$ cat src/rtl/pipeline_pkg.sv
// Shared pipeline types: datapath widths, grouped control bits and the ID/EX
// register image, plus the WB-to-decode bypass selector.
package pipeline_pkg;

    localparam int XLEN    = 32;
    localparam int ALUOP_W = 4;
    localparam int REG_W   = 5;

    typedef struct packed {
        logic               reg_write;
        logic               mem_read;
        logic               mem_write;
        logic               mem_to_reg;
        logic               alu_src;
        logic               branch;
        logic               jump;
        logic [ALUOP_W-1:0] alu_op;
    } ctrl_t;

    localparam ctrl_t BUBBLE_CTRL = '0;

    typedef struct packed {
        logic             valid;
        logic [XLEN-1:0]  pc;
        logic [REG_W-1:0] rs1;
        logic [REG_W-1:0] rs2;
        logic [REG_W-1:0] rd;
        logic             uses_rs1;
        logic             uses_rs2;
        logic [XLEN-1:0]  rdata1;
        logic [XLEN-1:0]  rdata2;
        logic [XLEN-1:0]  imm;
        ctrl_t            ctrl;
    } id_ex_t;

    localparam id_ex_t BUBBLE_STAGE = '{
        valid:    1'b0,
        pc:       '0,
        rs1:      '0,
        rs2:      '0,
        rd:       '0,
        uses_rs1: 1'b0,
        uses_rs2: 1'b0,
        rdata1:   '0,
        rdata2:   '0,
        imm:      '0,
        ctrl:     BUBBLE_CTRL
    };

    // The register file is read before WB writes it, so a same-cycle WB result wins.
    function automatic logic [XLEN-1:0] bypass_sel(
        input logic             wb_we,
        input logic [REG_W-1:0] wb_rd,
        input logic [REG_W-1:0] rs,
        input logic [XLEN-1:0]  wb_data,
        input logic [XLEN-1:0]  rf_data
    );
        if (wb_we && (wb_rd != '0) && (wb_rd == rs)) return wb_data;
        return rf_data;
    endfunction

endpackage

$ cat src/rtl/load_use_detect.sv
// Combinational load-use hazard detector: a load in EX whose destination is
// read by the valid instruction in ID. Kept standalone for reuse by IF/ID.
module load_use_detect
    import pipeline_pkg::*;
(
    input  logic             valid_ex,
    input  logic             mem_read_ex,
    input  logic [REG_W-1:0] rd_ex,
    input  logic             valid_id,
    input  logic             uses_rs1_id,
    input  logic [REG_W-1:0] rs1_id,
    input  logic             uses_rs2_id,
    input  logic [REG_W-1:0] rs2_id,
    output logic             hz
);

    logic rs1_match;
    logic rs2_match;

    assign rs1_match = uses_rs1_id && (rs1_id == rd_ex);
    assign rs2_match = uses_rs2_id && (rs2_id == rd_ex);

    // x0 is never a real destination, so a load into it cannot create a dependence.
    assign hz = valid_ex && mem_read_ex && (rd_ex != '0) && valid_id && (rs1_match || rs2_match);

endmodule

$ cat src/rtl/id_ex_stage.sv
// ID/EX pipeline register with load-use bubble insertion, flush bubbles and
// WB-to-decode bypass. Optional counters under ID_EX_PERF_COUNTERS_EN.
module id_ex_stage #(
    parameter int XLEN    = pipeline_pkg::XLEN,
    parameter int ALUOP_W = pipeline_pkg::ALUOP_W
) (
    input  logic               clk,
    input  logic               rst,
    input  logic               valid_ID,
    input  logic [XLEN-1:0]    pc_ID,
    input  logic [4:0]         rs1_ID,
    input  logic [4:0]         rs2_ID,
    input  logic [4:0]         rd_ID,
    input  logic               uses_rs1_ID,
    input  logic               uses_rs2_ID,
    input  logic [XLEN-1:0]    rdata1_ID,
    input  logic [XLEN-1:0]    rdata2_ID,
    input  logic [XLEN-1:0]    imm_ID,
    input  logic               RegWrite_ID,
    input  logic               MemRead_ID,
    input  logic               MemWrite_ID,
    input  logic               MemtoReg_ID,
    input  logic               ALUSrc_ID,
    input  logic               Branch_ID,
    input  logic               Jump_ID,
    input  logic [ALUOP_W-1:0] ALUOp_ID,
    input  logic               RegWrite_WB,
    input  logic [4:0]         rd_WB,
    input  logic [XLEN-1:0]    wdata_WB,
    input  logic               flush_EX,
    output logic               stall_IF_ID,
    output logic               valid_EX,
    output logic [XLEN-1:0]    pc_EX,
    output logic [4:0]         rs1_EX,
    output logic [4:0]         rs2_EX,
    output logic [4:0]         rd_EX,
    output logic               uses_rs1_EX,
    output logic               uses_rs2_EX,
    output logic [XLEN-1:0]    rdata1_EX,
    output logic [XLEN-1:0]    rdata2_EX,
    output logic [XLEN-1:0]    imm_EX,
    output logic               RegWrite_EX,
    output logic               MemRead_EX,
    output logic               MemWrite_EX,
    output logic               MemtoReg_EX,
    output logic               ALUSrc_EX,
    output logic               Branch_EX,
    output logic               Jump_EX,
    output logic [ALUOP_W-1:0] ALUOp_EX
`ifdef ID_EX_PERF_COUNTERS_EN
    ,
    output logic [31:0]        perf_loaduse_bubbles,
    output logic [31:0]        perf_flush_bubbles
`endif
);

    import pipeline_pkg::*;

    logic   hz;
    id_ex_t stage_d;
    id_ex_t stage_q;

    load_use_detect u_load_use_detect (
        .valid_ex    (stage_q.valid),
        .mem_read_ex (stage_q.ctrl.mem_read),
        .rd_ex       (stage_q.rd),
        .valid_id    (valid_ID),
        .uses_rs1_id (uses_rs1_ID),
        .rs1_id      (rs1_ID),
        .uses_rs2_id (uses_rs2_ID),
        .rs2_id      (rs2_ID),
        .hz          (hz)
    );

    // A redirect kills the stalled instruction anyway, so the stall must not hold it.
    assign stall_IF_ID = hz && !flush_EX;

    always_comb begin
        // NOTE: stage_d gets a full value before any override so every path assigns it and no latch is inferred.
        stage_d = '{
            valid:    valid_ID,
            pc:       pc_ID,
            rs1:      rs1_ID,
            rs2:      rs2_ID,
            rd:       rd_ID,
            uses_rs1: uses_rs1_ID,
            uses_rs2: uses_rs2_ID,
            rdata1:   bypass_sel(RegWrite_WB, rd_WB, rs1_ID, wdata_WB, rdata1_ID),
            rdata2:   bypass_sel(RegWrite_WB, rd_WB, rs2_ID, wdata_WB, rdata2_ID),
            imm:      imm_ID,
            ctrl:     '{reg_write:  RegWrite_ID,
                        mem_read:   MemRead_ID,
                        mem_write:  MemWrite_ID,
                        mem_to_reg: MemtoReg_ID,
                        alu_src:    ALUSrc_ID,
                        branch:     Branch_ID,
                        jump:       Jump_ID,
                        alu_op:     ALUOp_ID}
        };
        if (flush_EX || hz) begin
            stage_d = BUBBLE_STAGE;
        end
    end

    always_ff @(posedge clk) begin
        // NOTE: non-blocking assignments so every flop samples pre-edge values regardless of statement order.
        if (rst) begin
            stage_q <= BUBBLE_STAGE;
        end else begin
            stage_q <= stage_d;
        end
    end

    assign valid_EX    = stage_q.valid;
    assign pc_EX       = stage_q.pc;
    assign rs1_EX      = stage_q.rs1;
    assign rs2_EX      = stage_q.rs2;
    assign rd_EX       = stage_q.rd;
    assign uses_rs1_EX = stage_q.uses_rs1;
    assign uses_rs2_EX = stage_q.uses_rs2;
    assign rdata1_EX   = stage_q.rdata1;
    assign rdata2_EX   = stage_q.rdata2;
    assign imm_EX      = stage_q.imm;
    assign RegWrite_EX = stage_q.ctrl.reg_write;
    assign MemRead_EX  = stage_q.ctrl.mem_read;
    assign MemWrite_EX = stage_q.ctrl.mem_write;
    assign MemtoReg_EX = stage_q.ctrl.mem_to_reg;
    assign ALUSrc_EX   = stage_q.ctrl.alu_src;
    assign Branch_EX   = stage_q.ctrl.branch;
    assign Jump_EX     = stage_q.ctrl.jump;
    assign ALUOp_EX    = stage_q.ctrl.alu_op;

`ifdef ID_EX_PERF_COUNTERS_EN
    logic [31:0] loaduse_cnt_d, loaduse_cnt_q;
    logic [31:0] flush_cnt_d,   flush_cnt_q;

    // Both counters wrap naturally at 2^32.
    always_comb begin
        loaduse_cnt_d = loaduse_cnt_q + 32'(stall_IF_ID);
        flush_cnt_d   = flush_cnt_q + 32'(flush_EX);
    end

    always_ff @(posedge clk) begin
        if (rst) begin
            loaduse_cnt_q <= '0;
            flush_cnt_q   <= '0;
        end else begin
            loaduse_cnt_q <= loaduse_cnt_d;
            flush_cnt_q   <= flush_cnt_d;
        end
    end

    assign perf_loaduse_bubbles = loaduse_cnt_q;
    assign perf_flush_bubbles   = flush_cnt_q;
`endif

endmodule

$ cat config.mk
export PLATFORM = sky130hd
export DESIGN_NAME = id_ex_stage
export DESIGN_NICKNAME = d
export VERILOG_FILES = /design/src/rtl/pipeline_pkg.sv /design/src/rtl/load_use_detect.sv /design/src/rtl/id_ex_stage.sv
export SDC_FILE = /design/constraint.sdc
export NUM_CORES = 1
export LEC_CHECK = 0
export ABC_AREA = 1
export BUFFER_PORTS_ARGS = -buffer_cell sky130_fd_sc_hd__buf_2
export CORE_AREA = 3 3 139 141
export CTS_CLUSTER_DIAMETER = 120
export DETAILED_ROUTE_END_ITERATION = 8
export DIE_AREA = 0 0 142 144
export HOLD_SLACK_MARGIN = 0.03
export PLACE_DENSITY = 0.6
export SYNTH_ARGS = -nofsm -noshare
export SYNTH_HDL_FRONTEND = slang
export SYNTH_HIERARCHICAL = 1
export SYNTH_SLANG_ARGS = --single-unit
export TNS_END_PERCENT = 100
$ cat constraint.sdc
create_clock -name clk -period 2.27 [get_ports clk]
set_clock_uncertainty 0.1 [all_clocks]
set_input_delay 0.227 -clock clk [delete_from_list [all_inputs] [get_ports clk]]
set_output_delay 0.227 -clock clk [all_outputs]
set_load 0.05 [all_outputs]
==> reports/metrics.yaml, run 1 <==
run_status:
  status: "finished, final reports clean"
layout:
  fin_area_um2: 10000
  syn2layout_area_growth_pct: 72.49
  antennaDiodeCount: 0
  drive_gt1_share_pct: 33.28
  fill_cells: 1668
  multiInputGateArea_um2: 1902
  area.sequential_um2: 3146
  fin_util_pct: 55.30
  nets: 1492
logic_synthesis:
  yosysTopAreaCell: "dfxtp_1"
  synthArstFlopShare_pct: 0
  yosys-top-cells-area: "dfxtp_1 (54%), nor2_1 (15%), inv_1 (8.9%), nand2_1 (7.7%), nand4_1 (3.7%)"
  ys_seq_elements: 157
  syn_inst: 785
  synth_top_area_share_pct: 54.21
  synth_top_family_by_area: "simple AND/OR/NAND/NOR gates"
  synthTopCellsByCount: "nor2_1 (232), dfxtp_1 (157), inv_1 (138)"
  synth_area_um2: 5798
  avgSynthCellArea_um2: 7.386
  synth_compound_area_share_pct: 0.3237
  synth_xor_xnor_area_share_pct: 0.4532
  synthSimpleGateAreaFrac_pct: 31.77
  syn_nets: 983
  yosys_warnings: 6
  synth_fa_ha_area_share_pct: 0
  synth_edf_count: 0
  synth.distinct_cells: 22
  synth_ff_type: "dfxtp_1"
  synth.most_common_cell: "nor2_1"
  muxShareOfSynthArea_pct: 0
  seq_area_frac_synth_pct: 54.21
sta:
  fmax_mhz: 458.1
  relSlewSlack_pct: 68.69
  setup_viol_count_final: 0
  worst_pin_slew_ns: 0.4685
  period_needed_ns: 2.183
  setup-tns-final_ns: 0
  whs_ns: 0.06258
  post-route-period-util_pct: 96.17
  rsz0062_at_grt: "false"
  slew_violations: 0
  hold_violations: 0
detailed_routing:
  viasPerCell: 4.213
  drt_iter0_markers: 217
  wl_um: 21130
  detail_route.wl_per_cell_um: 13.75
  drc: 0
  dr.pass1.iters: 5
  ant_nets: 0
  vias: 6471
clocking:
  postCtsSetupRepairBufs: 0
  path_clk_slew_ns: 0.06
  h-tree-depth: 4
  cts_tree: "built"
  cts-root-buf: "clkbuf_16"
  cts.sinks: 157
  clk_latency_ns: 0.41
  cts_buffers: 17
  clk_path_buf_depth: 2
grt:
  grt_max_degree: 81
  overflow: 0
  grt_pass1_vias: 6517
  grt_antenna_before_repair: 0
  grt_util_all_layers_pct: 19.78
  grt_first_pass_wirelength_um: 31890
floorplan:
  ios: 356
  dieArea_um2: 20450
  start_util_pct: 32.06
  core.rowCount: 49
  die-width_um: 142
  coreArea_um2: 18090
  die_h_um: 144
place:
  post_dp_cell_area_um2: 7795
  place_congestion: 0.8455
  port_buffers: 355
  dp_hpwl_um: 14920
worst_setup_path:
  start_kind: "primary input"
  critPathMaxFanout: 4
  r2r_start: "rd_EX[1]$_SDFF_PP0_"
  endpoint_kind: "output port"
  crit_path_start: "rs2_ID[2]"
  worstSetupPathType: "in2out"
  cp.arrival_ns: 1.86
  crit_required_ns: 1.94
job:
  cap_violations: 0
min_path:
  hold_start: "wdata_WB[14]"
  hold_path_class: "in2reg"
power_and_ir_drop:
  p_per_area_nw_per_um2: 717.8
  ir_drop_v: 0.0004728
  leakage_nw: 5.521
## worst paths after layout
| check | to | slack [ns] | cells after the start |
|---|---|---|---|
| setup / recovery | stall_IF_ID | 0.09 | 10 |
| hold / removal | rdata2_EX[14]$_SDFF_PP0_ | 0.06 | 5 |
| setup reg to reg | rd_EX[0]$_SDFF_PP0_ | 0.41 | 10 |
| hold reg to reg | rdata2_EX[12]$_SDFF_PP0_ | 0.97 | 6 |
## cells in the final DEF (no fill, tap or decap)
cell,instances
xor2_1,2
buf_2,351
dlymetal6s4s_1,1
nor2_2,12
dlygate4sd3_1,157
clkinv_2,1
dfxtp_2,2
nor2_1,228
buf_4,15
clkinvlp_4,1
nand3b_2,2
nor2_4,2
clkbuf_8,1
dfxtp_1,155
inv_2,8
clkinv_4,1
a21oi_1,1
inv_6,6
o21ai_1,1
buf_6,2
nand3_1,36
buf_12,2
xnor2_1,1
nand2_1,119
nand4_1,34
clkbuf_16,17
a21oi_2,1
bufinv_16,2
inv_1,137
inv_8,3
nand2_2,5
nor3_2,1
## state kept, by name (all words and copies together), names as in the netlist, 4 cells and up
| name | cells |
|---|---|
| rdata1_EX | 32 |
| pc_EX | 32 |
| rs1_EX | 5 |
| imm_EX | 32 |
| ALUOp_EX | 4 |
| rs2_EX | 5 |
| rd_EX | 5 |
| rdata2_EX | 32 |
## routing by layer
metal	routed length [um]	GRT usage, %
met4	639	8.384
met1	8302	21.49
met2	10550	35.48
met5	0	0
met3	1636	6.316
## where the power goes
part | leakage, nW | internal [W] | switching [W]
Clock | 0.298 | 0.00170 | 0.00124
Sequential | 1.29 | 0.00287 | 0.0000321
Combinational | 3.93 | 0.000500 | 0.000838
Total | 5.52 | 0.00507 | 0.00211
## cells by family (layout without fill, tap and decap cells)
kind of cell,count (synthesis),in the layout
AO/OA/AOI/OAI,3,3
XOR/XNOR,3,3
buffers and inverters,183,705
flip-flops,157,157
AND/OR/NAND/NOR,439,439
## metrics by stage
step                      worst slack (ns)  cells  power, W
after floorplan                    0.04001    785  0.003687
after global placement              0.4144   1347  0.004081
after detailed placement            0.3740   1347  0.004084
after CTS                         0.008740   1537  0.007264
after global routing              0.004788   1536  0.007485
final                              0.08701   1536  0.007179
## critical path, stage by stage
cell           delay, ns
dlygate4sd3_1       0.54
buf_2               0.15
nand2_1             0.07
nand2_1             0.06
nor2_1              0.10
nand3_1             0.11
a21oi_2             0.20
inv_1               0.07
nor2_2              0.15
buf_6               0.18
## repair_timing
action | in CTS | in global routing
hold endpoints to repair | 157 | 0
endpoints found under the setup margin | 1 | 1
resized for setup | 1 | 8
hold buffers | 158 | 0
pin swaps | 0 | 4
## cell type report
cell class                 count  share of cell area [%]
clock buffer                  18                   4.391
sequential                   157                   31.45
multi-input combinational    445                   19.02
inverter                     145                   5.442
timing repair buffer         528                   35.16
tap                          229                   2.865
clock inverter                14                   1.676
Note: power is estimated with default switching activity, not from simulation.
==> run 2: changes to the inputs <==
--- a/config.mk
+++ b/config.mk
@@ -7,14 +7,13 @@
 export LEC_CHECK = 0
 export ABC_AREA = 1
 export BUFFER_PORTS_ARGS = -buffer_cell sky130_fd_sc_hd__buf_2
-export CORE_AREA = 3 3 139 141
+export CORE_AREA = 3 3 135 137
 export CTS_CLUSTER_DIAMETER = 120
 export DETAILED_ROUTE_END_ITERATION = 8
-export DIE_AREA = 0 0 142 144
+export DIE_AREA = 0 0 138 140
 export HOLD_SLACK_MARGIN = 0.03
-export PLACE_DENSITY = 0.6
+export PLACE_DENSITY = 0.63
 export SYNTH_ARGS = -nofsm -noshare
 export SYNTH_HDL_FRONTEND = slang
-export SYNTH_HIERARCHICAL = 1
 export SYNTH_SLANG_ARGS = --single-unit
 export TNS_END_PERCENT = 100
==> run 2 against run 1 <==
  * Worst hold slack got worse by 0.010 ns
  * Global-route usage increased by 2.0 points
  * Clock power decreased by 3%
  * Routed wire length increased by 0.33%
  * Core utilization increased by 2.3 points
  * Largest power group is now sequential cells
  * Highest routed layer unchanged
==> reports/metrics.yaml, run 2 <==
min_path:
  hold-path-cell-count: 5  # unchanged
  whs_endpoint: "rdata2_EX[0]$_SDFF_PP0_"
  hold_path_class: "in2reg"
  hold_start: "rdata2_ID[0]"
power_and_ir_drop:
  clockPowerShare_pct: 40.3  # -0.6 points
  power.switching_w: 0.002045  # -3.2%
  combPwrFrac_pct: 18.6  # about the same
  ir_drop_v: 0.0004895  # +3.5%
  power.internal_w: 0.005004  # -1.2%
  pwr-share-seq_pct: 41.1  # +0.7 points
  leakage_nw: 5.737  # +3.9%
  switching_share_pct: 29.01  # -0.43 points
  p_per_area_nw_per_um2: 713.0  # -0.67%
worst_setup_path:
  crit_path_max_incr_delay_ns: 0.56  # +0.02 ns
  critPathMaxFanout: 3  # -1
  r2r_slack_ns: 0.45  # +0.04 ns
  r2r_start: "rd_EX[4]$_SDFF_PP0_"
  crit_required_ns: 1.94  # about the same
  r2r_end: "rdata2_EX[2]$_SDFF_PP0_"
  start_kind: "primary input"
  worstSetupPathType: "in2out"
  endpoint_kind: "output port"
  crit_path_start: "rs2_ID[2]"
  crit_chain: "dlygate4sd3_1, buf_2, xor2_1, nor2_1, nand3_1, nand2_1, nand2_2, nor2_2, buf_6"
  cp.arrival_ns: 1.82  # -0.04 ns
  rr_worst_depth: 10  # unchanged
  cp_slowest_cell: "dlygate4sd3_1"
detailed_routing:
  vias: 6504  # +0.51%
  viasPerCell: 4.299  # +2.0%
  dr.pass1.iters: 4  # -1
  wl_met2_um: 10890  # +3.2%
  highest_layer: "met4"
  ant_nets: 0  # unchanged
  detail_route.wl_per_cell_um: 14.01  # +1.9%
  m1WireLength_um: 7844  # -5.5%
  wl_met3_um: 1553  # -5.1%
  drt_iter0_markers: 261  # +20%
  wl_um: 21200  # +0.33%
  drc: 0  # unchanged
clocking:
  clk_path_buf_depth: 2  # unchanged
  cts_tree: "built"
  path_clk_slew_ns: 0.06  # about the same
  postCtsSetupRepairBufs: 0  # unchanged
  h-tree-depth: 4  # unchanged
  cts_buffers: 17  # unchanged
  cts.sinks: 157  # unchanged
  cts-root-buf: "clkbuf_16"
  clk_latency_ns: 0.41  # about the same
layout:
  fin_util_pct: 57.56  # +2.3 points
  nets: 1473  # -1.3%
  final_common_cell: "buf_2"
  drive_gt1_share_pct: 32.56  # -0.73 points
  syn2layout_area_growth_pct: 69.97
  fill_cells: 1523  # -8.7%
  final_cell_mix: "buf_2 (354), inv_1 (162), nor2_1 (159)"
logic_synthesis:
  synth_area_um2: 5817  # +0.32%
  seq_area_frac_synth_pct: 54.03  # -0.17 points
  syn_nets: 969  # -1.4%
  syn_inst: 771  # -1.8%
  synth_top_area_share_pct: 54.03  # -0.17 points
  yosys_warnings: 0  # -6
  synth.distinct_cells: 16  # -27%
  synthTopCellsByCount: "inv_1 (162), nor2_1 (161), dfxtp_1 (157)"
  avgSynthCellArea_um2: 7.545  # +2.1%
  ys_seq_elements: 157  # unchanged
  yosysTopAreaCell: "dfxtp_1"
  yosys-top-cells-area: "dfxtp_1 (54%), inv_1 (10%), nor2_1 (10%), nand2_1 (9.6%), nand4_1 (3.7%)"
  synth.most_common_cell: "inv_1"
  synth_ff_type: "dfxtp_1"
  synth_edf_count: 0  # unchanged
  synthArstFlopShare_pct: 0  # unchanged
job:
  cap_violations: 0  # unchanged
sta:
  setup_viol_count_final: 0  # unchanged
  rsz0062_at_grt: "false"
  fmax_mhz: 466.7  # +1.9%
  slew_violations: 0  # unchanged
  period_needed_ns: 2.143  # -0.04017 ns
  hold_violations: 0  # unchanged
  post-route-period-util_pct: 94.40  # -1.8 points
  relSlewSlack_pct: 72.02  # +3.3 points
  worst_pin_slew_ns: 0.4197  # -0.04889 ns
  setup-tns-final_ns: 0  # unchanged
place:
  place_congestion: 0.8270  # -2.2%
  dp_hpwl_um: 14330  # -4.0%
  port_buffers: 355  # unchanged
grt:
  grt_first_pass_wirelength_um: 33920  # +6.4%
  overflow: 0  # unchanged
  grt_max_degree: 47  # -42%
  grt_antenna_before_repair: 1  # +1
  grt_util_all_layers_pct: 21.73  # +2.0 points
  grt_pass1_vias: 6775  # +4.0%
floorplan:
  coreArea_um2: 17180  # -5.0%
  die_h_um: 140  # -2.8%
  core.rowCount: 48  # -2.0%
  dieArea_um2: 19320  # -5.5%
  start_util_pct: 33.87  # +1.8 points
  ios: 356  # unchanged
  die-width_um: 138  # -2.8%
run_status:
  status: "finished, final reports clean"
-- run 2: cell count changes in the layout (fill, tap and decap cells not counted), moves of 4 or more --
cell	previous run	this run
inv_1	137	162
nand2_1	119	148
nor2_1	228	159
nand2_2	5	1
buf_4	15	11
inv_2	8	3
xor2_1	2	8
-- run 2: layout make-up --
class                   count  area (um2)  share of cell area (%)
flip-flops and latches    157        3143                   31.79
well taps                 225       281.5                   2.847
inverters                 165       619.3                   6.264
clock inverters            13       156.4                   1.582
clock buffers              18       429.2                   4.341
multi-input cells         411        1788                   18.08
repair buffers            523        3467                   35.07
diodes                      1       2.502                 0.02531
-- run 2: repair_timing --
item                                   CTS  global route
hold buffers                           154             0
endpoints found under the hold margin  154             0
setup endpoints to repair                0             1
resized for setup                        0             5
-- run 2: worst max path at each step --
stage,to,cells past startpoint
6_report,stall_IF_ID,9
5_1_grt,stall_IF_ID,9
4_1_cts,stall_IF_ID,10
3_5_place_dp,rdata2_EX[2]$_SDFF_PP0_,10
3_3_place_gp,rdata2_EX[7]$_SDFF_PP0_,10
2_1_floorplan,stall_IF_ID,8
-- run 2: routing by layer --
metal,vias up,global-route usage [%]
li1,3253,-
met1,2910,22.76
met2,282,39.36
met3,59,6.897
met4,0,10.66
met5,-,0
-- run 2: cells by family (layout without fill, tap and decap cells) --
kind of cell / count (synthesis) / after routing / synth area share (%)
buffers and inverters: 203 / 719 / 15.59
xor gates and xnor gates: 10 / 10 / 1.506
and+or+nand+nor: 395 / 395 / 28.35
DFF: 157 / 157 / 54.03
other: 0 / 1 / 0
AOI/OAI and AO/OA: 6 / 6 / 0.5161
-- run 2: worst max-delay path: cells and delay by family --
| kind | cells | cell delay [ns] |
|---|---|---|
| xor gates and xnor gates | 1 | 0.16 |
| and+or+nand+nor | 5 | 0.52 |
| buffers and inverters | 3 | 0.91 |
-- run 2: power by group through the flow --
stage / logic, W / registers [W] / clock network [W]
2_1_floorplan: 0.000311 / 0.00337 / 0
3_3_place_gp: 0.00109 / 0.00296 / 0
3_5_place_dp: 0.00109 / 0.00296 / 0
4_1_cts: 0.00130 / 0.00290 / 0.00293
5_1_grt: 0.00141 / 0.00291 / 0.00304
6_report: 0.00131 / 0.00290 / 0.00284
-- run 2: per-stage QoR --
step,worst slack (ns),hold slack [ns],std cells,area (um2),power [W]
final,0.1272,0.05212,1513,9887,0.007049
after global routing,0.01877,0.05642,1513,9887,0.007363
after CTS,0.01072,0.03061,1512,9873,0.007138
after detailed placement,0.3906,0.3460,1327,7746,0.004054
after global placement,0.3950,0.3383,1327,7746,0.004048
after floorplan,0.1040,0.2392,771,5817,0.003678
